<file path="config.mk">
export PLATFORM = sky130hd
export DESIGN_NAME = survival_timer_flat
export DESIGN_NICKNAME = d
export VERILOG_FILES = /design/src/rtl/game_pkg.sv /design/src/rtl/survival_timer_if.sv /design/src/rtl/survival_timer_bcd_digit.sv /design/src/rtl/survival_timer.sv /design/src/flat_wrapper.sv
export SDC_FILE = /design/constraint.sdc
export NUM_CORES = 1
export LEC_CHECK = 0
export BUFFER_PORTS_ARGS = -buffer_cell sky130_fd_sc_hd__buf_2
export CAP_MARGIN = 30
export CORE_ASPECT_RATIO = 1.2
export CORE_MARGIN = 2
export CORE_UTILIZATION = 40
export DETAILED_ROUTE_END_ITERATION = 7
export PLACE_DENSITY = 0.6
export SYNTH_ARGS = -nofsm -noshare
export SYNTH_HDL_FRONTEND = slang
export SYNTH_SLANG_ARGS = --single-unit
</file>
<file path="constraint.sdc">
create_clock -name clk -period 2 [get_ports clk]
set_input_delay 0.4 -clock clk [delete_from_list [all_inputs] [get_ports clk]]
set_output_delay 0.4 -clock clk [all_outputs]
set_load 0.005 [all_outputs]
</file>
<file path="src/rtl/game_pkg.sv">
// game_pkg: shared types and constants for the survival timer.
package game_pkg;
  typedef enum logic [1:0] {IDLE, RUN, HELD} state_e;
  localparam int DIG_W = 4;
  localparam logic [4*DIG_W-1:0] SAT_VAL = 16'h9999;
  function automatic int ticks_per_cs(input int clk_hz);
    return clk_hz / 100;
  endfunction
endpackage

</file>
<file path="src/rtl/survival_timer_if.sv">
// survival_timer_if: game-control/display bundle around the survival timer.
interface survival_timer_if;
  import game_pkg::*;
  logic start;
  logic crash;
  logic clear_best;
  logic [DIG_W-1:0] dig7, dig6, dig5, dig4, dig3, dig2, dig1, dig0;
  logic running;
  logic new_best;
  modport master (
    output start, crash, clear_best,
    input  dig7, dig6, dig5, dig4, dig3, dig2, dig1, dig0, running, new_best
  );
  modport slave (
    input  start, crash, clear_best,
    output dig7, dig6, dig5, dig4, dig3, dig2, dig1, dig0, running, new_best
  );
endinterface

</file>
<file path="src/rtl/survival_timer_bcd_digit.sv">
// bcd_digit: one 0-9 decade counter with synchronous clear and ripple carry.
module bcd_digit
  import game_pkg::*;
(
  input  logic             clk,
  input  logic             rst,
  input  logic             inc,
  input  logic             clr,
  output logic             carry_out,
  output logic [DIG_W-1:0] q
);
  logic [DIG_W-1:0] q_q, q_d;
  logic wrap;
  always_comb begin
    wrap = q_q == DIG_W'(9);
    q_d = clr ? '0 : !inc ? q_q : wrap ? '0 : q_q + 1'b1;
    carry_out = inc && wrap;
  end
  always_ff @(posedge clk)
    if (rst) q_q <= '0;
    else q_q <= q_d;
  assign q = q_q;
endmodule

</file>
<file path="src/rtl/survival_timer.sv">
// survival_timer: centisecond run timer with best-time latch for an 8-digit display.
module survival_timer
  import game_pkg::*;
#(
  parameter int CLK_HZ = 100_000_000
) (
  input logic clk,
  input logic rst,
  survival_timer_if.slave bus
);
  localparam int TICKS_PER_CS = ticks_per_cs(CLK_HZ);
  localparam int PW = $clog2(TICKS_PER_CS);
  state_e state_q, state_d;
  logic [PW-1:0] presc_q, presc_d;
  logic [4*DIG_W-1:0] best_q, best_d, cur;
  logic new_best_q, new_best_d;
  logic run, tick, start_go, crash_go, beat;
  logic [4:0] carry;
  logic [DIG_W-1:0] dig [4];
  logic unused_carry;
  always_comb begin
    run = state_q == RUN;
    tick = run && presc_q == PW'(TICKS_PER_CS - 1);
    start_go = bus.start && !run;
    crash_go = bus.crash && run;
    beat = crash_go && cur > best_q;
    presc_d = bus.start ? '0 : !run ? presc_q : tick ? '0 : presc_q + 1'b1;
    state_d = start_go ? RUN : crash_go ? HELD : state_q;
    best_d = bus.clear_best ? '0 : beat ? cur : best_q;
    new_best_d = beat && !bus.clear_best;
    // a crash on a tick edge freezes the pre-tick value
    carry[0] = tick && !crash_go && cur != SAT_VAL;
  end
  for (genvar i = 0; i < 4; i++) begin : g_dig
    bcd_digit u_dig (
      .clk       (clk),
      .rst       (rst),
      .inc       (carry[i]),
      .clr       (start_go),
      .carry_out (carry[i+1]),
      .q         (dig[i])
    );
  end
  assign cur = {dig[3], dig[2], dig[1], dig[0]};
  assign unused_carry = carry[4];
  always_ff @(posedge clk)
    if (rst) begin
      state_q <= IDLE;
      presc_q <= '0;
      best_q <= '0;
      new_best_q <= 1'b0;
    end else begin
      state_q <= state_d;
      presc_q <= presc_d;
      best_q <= best_d;
      new_best_q <= new_best_d;
    end
  assign {bus.dig7, bus.dig6, bus.dig5, bus.dig4} = best_q;
  assign {bus.dig3, bus.dig2, bus.dig1, bus.dig0} = cur;
  assign bus.running = run;
  assign bus.new_best = new_best_q;
endmodule

</file>
<file path="src/flat_wrapper.sv">
// flat-port wrapper written by rule: the top's interface ports become plain ports
module survival_timer_flat import game_pkg::*;
#(
  parameter int CLK_HZ = 100_000_000
)
  (clk, rst, bus_start, bus_crash, bus_clear_best, bus_dig7, bus_dig6, bus_dig5, bus_dig4, bus_dig3, bus_dig2, bus_dig1, bus_dig0, bus_running, bus_new_best);
  survival_timer_if bus_i ();
  input logic clk;
  input logic rst;
  input wire logic [$bits(bus_i.start)-1:0] bus_start;
  input wire logic [$bits(bus_i.crash)-1:0] bus_crash;
  input wire logic [$bits(bus_i.clear_best)-1:0] bus_clear_best;
  output wire logic [$bits(bus_i.dig7)-1:0] bus_dig7;
  output wire logic [$bits(bus_i.dig6)-1:0] bus_dig6;
  output wire logic [$bits(bus_i.dig5)-1:0] bus_dig5;
  output wire logic [$bits(bus_i.dig4)-1:0] bus_dig4;
  output wire logic [$bits(bus_i.dig3)-1:0] bus_dig3;
  output wire logic [$bits(bus_i.dig2)-1:0] bus_dig2;
  output wire logic [$bits(bus_i.dig1)-1:0] bus_dig1;
  output wire logic [$bits(bus_i.dig0)-1:0] bus_dig0;
  output wire logic [$bits(bus_i.running)-1:0] bus_running;
  output wire logic [$bits(bus_i.new_best)-1:0] bus_new_best;
  assign bus_i.start = bus_start;
  assign bus_i.crash = bus_crash;
  assign bus_i.clear_best = bus_clear_best;
  assign bus_dig7 = bus_i.dig7;
  assign bus_dig6 = bus_i.dig6;
  assign bus_dig5 = bus_i.dig5;
  assign bus_dig4 = bus_i.dig4;
  assign bus_dig3 = bus_i.dig3;
  assign bus_dig2 = bus_i.dig2;
  assign bus_dig1 = bus_i.dig1;
  assign bus_dig0 = bus_i.dig0;
  assign bus_running = bus_i.running;
  assign bus_new_best = bus_i.new_best;
  survival_timer #(.CLK_HZ(CLK_HZ)) u_core (.clk(clk), .rst(rst), .bus(bus_i));
endmodule
</file>
# == After elaboration in Yosys (flattened, before gate mapping) ==
# Index checks and enable logic that the tools add are counted.
# word_totals
regBits,55
output_inout_bits,34
wordCells,46
# op_classes
addsub,5
n_lt_le_gt_ge,1
eq_ne,7
mux,7
n_reduce_logical,17
# op_table
cell,n
$add A20 B1 Y20 const B,1
$eq A20 B20 Y1 const B,1
$mux W20,1
$add A4 B1 Y4 const B,4
$eq A4 B4 Y1 const B,4
$gt A16 B16 Y1,1
$mux W4,4
$ne A16 B16 Y1 const B,1
$logic_and A1 B1 Y1,10
$reduce_or A2 Y1,3
$logic_not A1 Y1,3
$eq A2 B1 Y1 const B,1
$mux W1,2
$reduce_bool A2 Y1,1

# == Logic depth before layout (Yosys ltp) ==
# Gate-level depths: netlist of run 1.
# logic_depth
depth_word,8
depth_mapped,9
ltp_nobuf,7

# == By module ==
# Synthesis of run 1 repeated with hierarchy kept, for this count alone.
# unflattened
hier_cells,331
hier_area_um2,2886.5
# modules_own_cells
module,instances,cells_each,area_each_um2,seq_area_each_um2
survival_timer,1,251,2130.8,780.7
bcd_digit,4,20,188.9,80.1

# == Worst setup path before layout of run 1 ==
# OpenSTA, ideal clock, no wires.
# synth_timing
path_type,register to register
startpoint,register u_core.best_q[14]
endpoint,register u_core.best_q[10]
t_arrival_ns,2.137
slack_ns,-0.208
path_stages_with_launch,10
synth_period_minus_slack_ns,2.208
path_cell_list,dfxtp_1 inv_1 ha_1 nand4_1 nor4_1 a21boi_0 o41a_1 buf_2 buf_2 mux2i_1
# synth_between
elab_chain_cells,2
# synth_rtl
item,line_no,source
from (decl),survival_timer.sv:15,"logic [4*DIG_W-1:0] best_q, best_d, cur;"
from (signal assigned),survival_timer.sv:55,best_q <= best_d;
$gt A16 B16 Y1,survival_timer.sv:26,beat = crash_go && cur > best_q;
$logic_and A1 B1 Y1,survival_timer.sv:26,
# No other way between the ends.
# A chain may end at the register's enable or synchronous reset.

# == Worst setup path in the final report of run 1 ==
# layout_timing
startpoint,register u_core.best_q[10]
endpoint,register u_core.best_q[13]
# The elaborated chain is that of the path after synthesis.

==> flow_summary.json, run 1 <==
{
  "post_drt_via_cell_ratio": 5.176,
  "dp.cells": 516,
  "cts_tree": "built",
  "syn_to_final_growth_pct": 35.21,
  "port_buffers": 38,
  "track_usage_pct": 18.10,
  "maxSlewViolCount": 0,
  "ys.flop_type": "dfxtp_1",
  "synth-edff-count": 0,
  "grt.met2_usage_pct": 32.32,
  "wl_um": 7131,
  "final_nets": 470,
  "post-route-drc-count": 0,
  "ys_async_sr_fraction_pct": 0,
  "die_area_mm2": 0.008144,
  "hp-class": "input port to register",
  "drt_iter0_markers": 118,
  "dp_hpwl_um": 5038,
  "fp.dieW_um": 82.72,
  "finalSetupTns_ns": -0.6112,
  "synth_area_leaders": "dfxtp_1, nand2_1, ha_1",
  "synth_warnings": 0,
  "fin_util_pct": 55.61,
  "ys_ff_latch": 55,
  "hold_viol": 0,
  "cp-start-kind": "register",
  "path_clk_slew_ns": 0.10,
  "synth_cell_types": 48,
  "skew_ns": 0.01036,
  "numCtsBuffers": 5,
  "p_leak_nw": 1.570,
  "layout_setup_ws_ns": -0.05811,
  "dr.pass1.iters": 4,
  "place_congestion": 0.8305,
  "synth_top_area_share_pct": 37.02,
  "row_count": 34,
  "grt_use_met1_pct": 21.31,
  "gr-usage-met3_pct": 3.114,
  "finalPower_mw": 1.951,
  "yosysTopAreaCell": "dfxtp_1",
  "tightest_slew_ns": 0.4631,
  "drive_gt1_share_pct": 36.53,
  "crit_type": "register to register",
  "rsz0062_at_grt": "yes",
  "synth.avg_cell_area_um2": 8.308,
  "cp_max_fo": 8,
  "synth_area_mm2": 0.002974,
  "final_cells": 539,
  "grt_max_degree": 34,
  "pre_cts_ws_ns": -0.06139,
  "finalCriticalPeriod_ns": 2.058,
  "ctsHoldBuffers": 0,
  "min_period_over_period_pct": 102.9,
  "antenna_found_initial": 0,
  "powerDensity_mw_per_mm2": 485.2,
  "die_h_um": 98.46,
  "grt_pass1_vias": 2581,
  "violations": "negative setup slack",
  "synth.net_count": 380,
  "critical_path_arrival_ns": 2.30,
  "fmax_mhz": 485.9,
  "root_buffer": "clkbuf_8",
  "cts_buffer_depth": 2,
  "busiest_layer": "met2",
  "overflow": 0,
  "clock-sinks": 55,
  "diodes": 0,
  "grt_pass1_wl_um": 11650,
  "post_drt_wl_per_cell_um": 13.23,
  "insertion_delay_ns": 0.31,
  "io_pins": 39,
  "syn_inst": 358,
  "peakVddDrop_mv": 0.3169,
  "antenna_left": 0,
  "core-area_mm2": 0.007232,
  "cp-end-kind": "register",
  "start_util_pct": 41.12,
  "max_slew_margin_pct": 69.13,
  "vias": 2790,
  "setup_viol": 18,
  "cp.required_ns": 2.24,
  "ys_seq_area_share_pct": 37.02,
  "cts-htree-levels": 2,
  "max_cap_violations": 0,
  "run_status": "finished, violations left"
}
-- power breakdown --
group	total (mW)	leakage [nW]	switching [mW]	internal, mW
registers	1.10	0.454	0.00281	1.10
logic	0.0687	1.05	0.0455	0.0232
clock network	0.782	0.0618	0.370	0.412
total	1.95	1.57	0.418	1.53
-- path summary, 6_finish.rpt --
| path | startpoint | endpoint | slack (ns) | depth (start not counted) |
|---|---|---|---|---|
| worst min-delay path | rst | u_core.state_q[0] | 0.32 | 2 |
| worst max register to register | u_core.best_q[10] | u_core.best_q[13] | -0.06 | 8 |
| worst min register to register | u_core.best_q[15] | u_core.best_q[15] | 0.47 | 2 |
| worst max-delay path | u_core.best_q[10] | u_core.best_q[13] | -0.06 | 8 |
-- kinds of logic (layout without fill, tap and decap cells) --
family                   after synthesis  after routing  share of synthesized area (%)
buffers and inverters                 38            129                          5.174
XOR/XNOR                              19             19                          5.595
multiplexers                          19             19                          6.395
adder cells (fa/ha/maj)               17             17                          7.152
flip-flops                            55             55                          37.02
AND/OR/NAND/NOR                      164            164                          28.90
AO/OA/AOI/OAI                         46             46                          9.760
-- registers in the layout, indices dropped and copies added, names as in the netlist --
name	count
u_core.presc_q	20
u_core.best_q	16
u_core.g_dig.u_dig.q	16
u_core.state_q	2
u_core.bus.new_best	1
-- cell type report --
cell class,count,area (µm²)
Timing Repair Buffer,95,670.6
Clock buffer,6,82.58
Multi-Input combinational cell,265,1892
Tap cell,90,112.6
Clock inverter,2,38.79
Inverter,26,97.59
Fill cell,668,3211
Sequential cell,55,1127
-- cells in the final DEF, fill, tap and decap left out, types with 3 or more instances in the layout --
cell / Yosys / final
a21boi_0: 4 / 3
a21oi_1: 19 / 15
a21oi_2: 0 / 4
and4_1: 4 / 3
buf_2: 5 / 38
buf_4: 0 / 49
buf_6: 0 / 6
clkbuf_8: 0 / 6
dfxtp_1: 55 / 34
dfxtp_2: 0 / 21
ha_1: 17 / 8
ha_4: 0 / 8
inv_1: 26 / 21
inv_2: 0 / 5
mux2i_1: 19 / 19
nand2_1: 59 / 57
nand3_1: 14 / 14
nand4_1: 11 / 11
nor2_1: 37 / 35
nor3_1: 4 / 4
nor4_1: 6 / 5
o21a_1: 3 / 3
o21ai_0: 6 / 6
or3_1: 4 / 4
or4_1: 4 / 4
xnor2_1: 10 / 10
xor2_1: 9 / 9
-- per-stage QoR --
step                      hold slack (ns)  cell area [µm²]
after floorplan                    0.4460             2989
final                              0.3217             4021
after detailed placement           0.4686             3570
after CTS                          0.3049             3890
after global placement             0.4535             3570
after global routing               0.3196             4021
-- critical path, cell delays in order, from the launching register on --
cell	delay [ns]
dfxtp_2	0.35
inv_2	0.05
ha_4	0.25
nand4_1	0.16
nor4_2	0.31
a21boi_2	0.20
o41a_1	0.27
buf_6	0.21
mux2i_1	0.19
-- timing repair --
action,in CTS,in global routing
cloned,2,0
buffers inserted,6,10
pin swaps,12,17
setup endpoints to repair,19,31
gates resized for setup,28,33
-- Yosys cell counts (all sizes together), types with 7 or more instances --
cell / count
nor2: 37
mux2i: 19
nand4: 12
nand3: 14
inv: 26
nor4: 7
dfxtp: 55
xor2: 9
ha: 17
xnor2: 10
nand2: 59
a21oi: 19
-- layer usage --
layer / vias up / part of all wire, % / routed length, µm
li1: 1426 / - / -
met1: 1309 / 44 / 3141
met2: 51 / 52 / 3717
met3: 4 / 2.8 / 198
met4: 0 / 1.0 / 73
met5: - / 0 / 0
No activity file was read; power rests on OpenSTA's default activity.
==> run 2: changes to the inputs <==
Settings changed: REMOVE_ABC_BUFFERS set to 1.
==> run 2 against run 1 <==
Against the previous run: the run still ends with negative setup slack left; design area down 2.4%; utilization decreased by 1.3 points; sequential power about the same.
==> flow_summary.json, run 2 (synthesis gave the netlist of run 1 again) <==
{
  "run_status": "finished, violations left",
  "violations": "negative setup slack",
  "clock-sinks": 55,
  "largest_register_ffs": 20,
  "crit_chain": "or4b_4, nor3_4, buf_4, nand4_4, or4_4, a21oi_1",
  "r2r_end": "u_core.g_dig[2].u_dig.q[0]",
  "antenna_found_initial": 0,
  "hold_path_depth": 2,
  "drt_iter0_markers": 127,
  "cp_top_family": "simple AND/OR/NAND/NOR gates",
  "cp.required_ns": 2.25,
  "crit_type": "register to register",
  "hold_viol": 0,
  "vias": 2752,
  "cts_buffer_depth": 2,
  "wl_um": 7147,
  "dp_hpwl_um": 5345,
  "peakVddDrop_mv": 0.2938,
  "finalPower_mw": 1.828,
  "finalCriticalPeriod_ns": 2.009,
  "post_drt_wl_per_cell_um": 13.31,
  "path_buf_inv": 1,
  "critical_path_arrival_ns": 2.26,
  "hp-class": "input port to register",
  "cp_max_fo": 6,
  "syn_to_final_growth_pct": 31.97,
  "root_buffer": "clkbuf_8",
  "p_leak_nw": 1.543,
  "track_usage_pct": 17.72,
  "r2r_start": "u_core.presc_q[7]",
  "final_cells": 537,
  "cpMaxStageDelayCell": "or4b_4",
  "cts-htree-levels": 2,
  "multi_input_area_mm2": 0.001857,
  "hp-start": "rst",
  "numCtsBuffers": 5,
  "port_buffers": 38,
  "top_register": "u_core.presc_q",
  "drive_gt1_share_pct": 33.33,
  "post-route-drc-count": 0,
  "setup_viol": 1,
  "io_pins": 39,
  "grt_max_degree": 34,
  "die_h_um": 98.46,
  "layout_setup_ws_ns": -0.009002,
  "grt_pass1_vias": 2537,
  "powerDensity_mw_per_mm2": 465.7,
  "final_cell_mix": "nand2_1, buf_4, dfxtp_1, buf_2, nor2_1",
  "hold_end": "u_core.state_q[0]",
  "r2r_slack_ns": -0.009,
  "cp-end-kind": "register",
  "cts_tree": "built",
  "post_drt_via_cell_ratio": 5.125,
  "antenna_left": 0,
  "n_fill_cell": 671,
  "overflow": 0,
  "tightest_slew_ns": 0.5690,
  "die_area_mm2": 0.008144,
  "fmax_mhz": 497.8,
  "grt_pass1_wl_um": 11450,
  "place_congestion": 0.8202,
  "start_util_pct": 41.12,
  "final-seq-area_mm2": 0.001120,
  "ctsHoldBuffers": 0,
  "diodes": 0,
  "fp.dieW_um": 82.72,
  "holdWs_ns": 0.3156,
  "dp.cells": 521,
  "rr_worst_depth": 6,
  "skew_ns": 0.02320,
  "crit_cells": 6,
  "final_common_cell": "nand2_1",
  "insertion_delay_ns": 0.32,
  "core-area_mm2": 0.007232,
  "max_slew_margin_pct": 61.72,
  "max_cap_violations": 0,
  "row_count": 34,
  "min_period_over_period_pct": 100.5,
  "path_clk_slew_ns": 0.10,
  "dr.pass1.iters": 4,
  "cp-start-kind": "register",
  "maxSlewViolCount": 0,
  "rsz0062_at_grt": "yes",
  "final_nets": 468,
  "cp_slowest_stage_delay_ns": 0.56
}
[run 2: routing by layer]
layer  up-vias  wire length [µm]  global-route usage [%]
met2        47              3719                   31.82
met3         5               219                   3.022
met1      1278              3151                   21.72
met4         0                57                   3.909
met5         -                 0                       0
li1       1422                 -                       -
[run 2: what timing repair did]
| item | 4_1_cts | 5_1_grt |
|---|---|---|
| resized for setup | 30 | 16 |
| gates cloned | 1 | 0 |
| pin swaps | 6 | 11 |
| endpoints found under the setup margin | 18 | 46 |
| endpoints found under the hold margin | 0 | 0 |
| setup buffers | 4 | 5 |
[run 2: worst max-delay path by stage]
stage	startpoint	slack, ns	end
finish	u_core.presc_q[7]	-0.009	u_core.g_dig[2].u_dig.q[0]
global route	u_core.presc_q[7]	-0.13	u_core.g_dig[2].u_dig.q[0]
CTS	u_core.best_q[15]	-0.02	u_core.best_q[7]
detailed placement	u_core.best_q[11]	-0.13	u_core.best_q[6]
global placement	u_core.best_q[11]	0.007	u_core.best_q[1]
floorplan	u_core.best_q[14]	-0.34	u_core.best_q[0]
[run 2: per-stage QoR]
stage / worst slack, ns / utilization (%) / TNS (ns) / instance area (µm²)
after floorplan: -0.3365 / - / -5.681 / 2918
after CTS: -0.01697 / 53.53 / -0.03280 / 3871
after global placement: 0.007261 / 49.79 / 0 / 3601
final: -0.009002 / 54.27 / -0.009002 / 3925
after global routing: -0.1276 / 54.27 / -1.672 / 3925
after detailed placement: -0.1308 / 49.79 / -1.740 / 3601
[run 2: power by group]
part,internal [mW],switching [mW],total (mW)
combinational,0.0230,0.0451,0.0681
clock,0.284,0.377,0.661
sequential,1.10,0.00292,1.10
[run 2: layout make-up]
type	count	share of cell area, %
clock buffers	6	2.104
clock inverters	2	0.4144
inverters	26	2.486
multi-input cells	265	47.31
flip-flops and latches	55	28.53
well taps	90	2.869
repair buffers	93	16.29
==> run 3: changes to the inputs <==
Settings changed: SKIP_CTS_REPAIR_TIMING set to 1.
==> run 3 against run 2 <==
Against the previous run: the run still ends with negative setup slack left; die area stayed put; non-clock buffer count grew 1; design area grew 1.9%; critical path depth increased by 4; largest power group unchanged.
==> flow_summary.json, run 3 (synthesis gave the netlist of run 1 again) <==
{
  "run_status": "finished, violations left",
  "violations": "negative setup slack",
  "row_count": 34,
  "top_register": "u_core.presc_q",
  "crit_type": "register to register",
  "rsz0062_at_grt": "yes",
  "diodes": 0,
  "p_leak_nw": 1.589,
  "finalSetupTns_ns": -0.5645,
  "peakVddDrop_mv": 0.2947,
  "grt_pass1_wl_um": 11250,
  "max_cap_violations": 0,
  "maxSlewViolCount": 0,
  "final_nets": 469,
  "antenna_found_initial": 0,
  "start_util_pct": 41.12,
  "antenna_left": 0,
  "cts-htree-levels": 2,
  "drive_gt1_share_pct": 32.37,
  "layout_setup_ws_ns": -0.09620,
  "cts_buffer_depth": 2,
  "die_area_mm2": 0.008144,
  "final_cell_mix": "nand2_1, buf_4, dfxtp_1, buf_2, nor2_1",
  "wl_um": 7387,
  "clock-sinks": 55,
  "root_buffer": "clkbuf_8",
  "place_congestion": 0.8202,
  "numCtsBuffers": 5,
  "cp_max_fo": 6,
  "min_period_over_period_pct": 104.8,
  "hold_viol": 0,
  "overflow": 0,
  "fin_util_pct": 55.31,
  "drt_iter0_markers": 122,
  "max_slew_margin_pct": 62.88,
  "setup_viol": 15,
  "die_h_um": 98.46,
  "cp-start-kind": "register",
  "cp-end-kind": "register",
  "final_common_cell": "nand2_1",
  "grt_pass1_vias": 2488,
  "cts_tree": "built",
  "tightest_slew_ns": 0.5517,
  "fp.dieW_um": 82.72,
  "track_usage_pct": 17.35,
  "hp-class": "input port to register",
  "core-area_mm2": 0.007232,
  "critical_path_arrival_ns": 2.31,
  "syn_to_final_growth_pct": 34.50,
  "finalCriticalPeriod_ns": 2.096,
  "grt_max_degree": 34,
  "insertion_delay_ns": 0.32,
  "largest_register_ffs": 20,
  "post-route-drc-count": 0,
  "vias": 2768,
  "skew_ns": 0.02237,
  "cp.required_ns": 2.22,
  "io_pins": 39,
  "post_drt_wl_per_cell_um": 13.73,
  "dp_hpwl_um": 5345,
  "fmax_mhz": 477.1,
  "post_drt_via_cell_ratio": 5.145,
  "dr.pass1.iters": 4,
  "port_buffers": 38,
  "powerDensity_mw_per_mm2": 462.2,
  "path_clk_slew_ns": 0.12
}
run 3: area by class of cell:
| cell class | count | area [µm²] |
|---|---|---|
| clock buffer | 6 | 82.58 |
| clock inverter | 2 | 16.27 |
| fill | 660 | 3232 |
| inverter | 26 | 97.59 |
| multi-input combinational | 265 | 1874 |
| sequential | 55 | 1114 |
| tap | 90 | 112.6 |
| timing repair buffer | 94 | 703.2 |
run 3: power breakdown:
| part | internal (mW) | switching (mW) |
|---|---|---|
| registers | 1.10 | 0.00287 |
| logic | 0.0346 | 0.0499 |
| clock network | 0.284 | 0.380 |
run 3: through the flow:
stage	worst slack, ns	hold WS (ns)	std cells	total power [mW]	instance area (µm²)
floorplan	-0.3365	0.4460	346	1.159	2918
global placement	0.007261	0.4555	521	1.193	3601
detailed placement	-0.1308	0.4656	521	1.194	3601
CTS	-0.1685	0.3079	529	1.852	3700
global route	-0.1365	0.3294	538	1.920	4000
finish	-0.09620	0.3145	538	1.849	4000
run 3: routing by layer:
metal	global-route usage, %	routed length [µm]	vias to the layer above
met3	3.114	225	5
met1	21.61	3226	1289
li1	-	-	1426
met5	0	0	-
met4	4.288	56	0
met2	30.46	3879	48
run 3: critical path, stage by stage, from the launching register on:
cell	delay, ns
dfxtp_2	0.35
inv_1	0.04
ha_1	0.27
nand4_1	0.14
buf_4	0.13
nor2_1	0.04
o2bb2ai_1	0.11
o41a_1	0.43
buf_4	0.16
clkbuf_16	0.15
and2_1	0.15
run 3: final timing paths:
path	from	endpoint	slack [ns]	depth (start not counted)
worst max-delay path	u_core.best_q[12]	u_core.bus.new_best	-0.1	10
worst min-delay path	rst	u_core.state_q[0]	0.31	2
worst max register to register	u_core.best_q[12]	u_core.bus.new_best	-0.1	10
worst min register to register	u_core.best_q[5]	u_core.best_q[5]	0.47	2
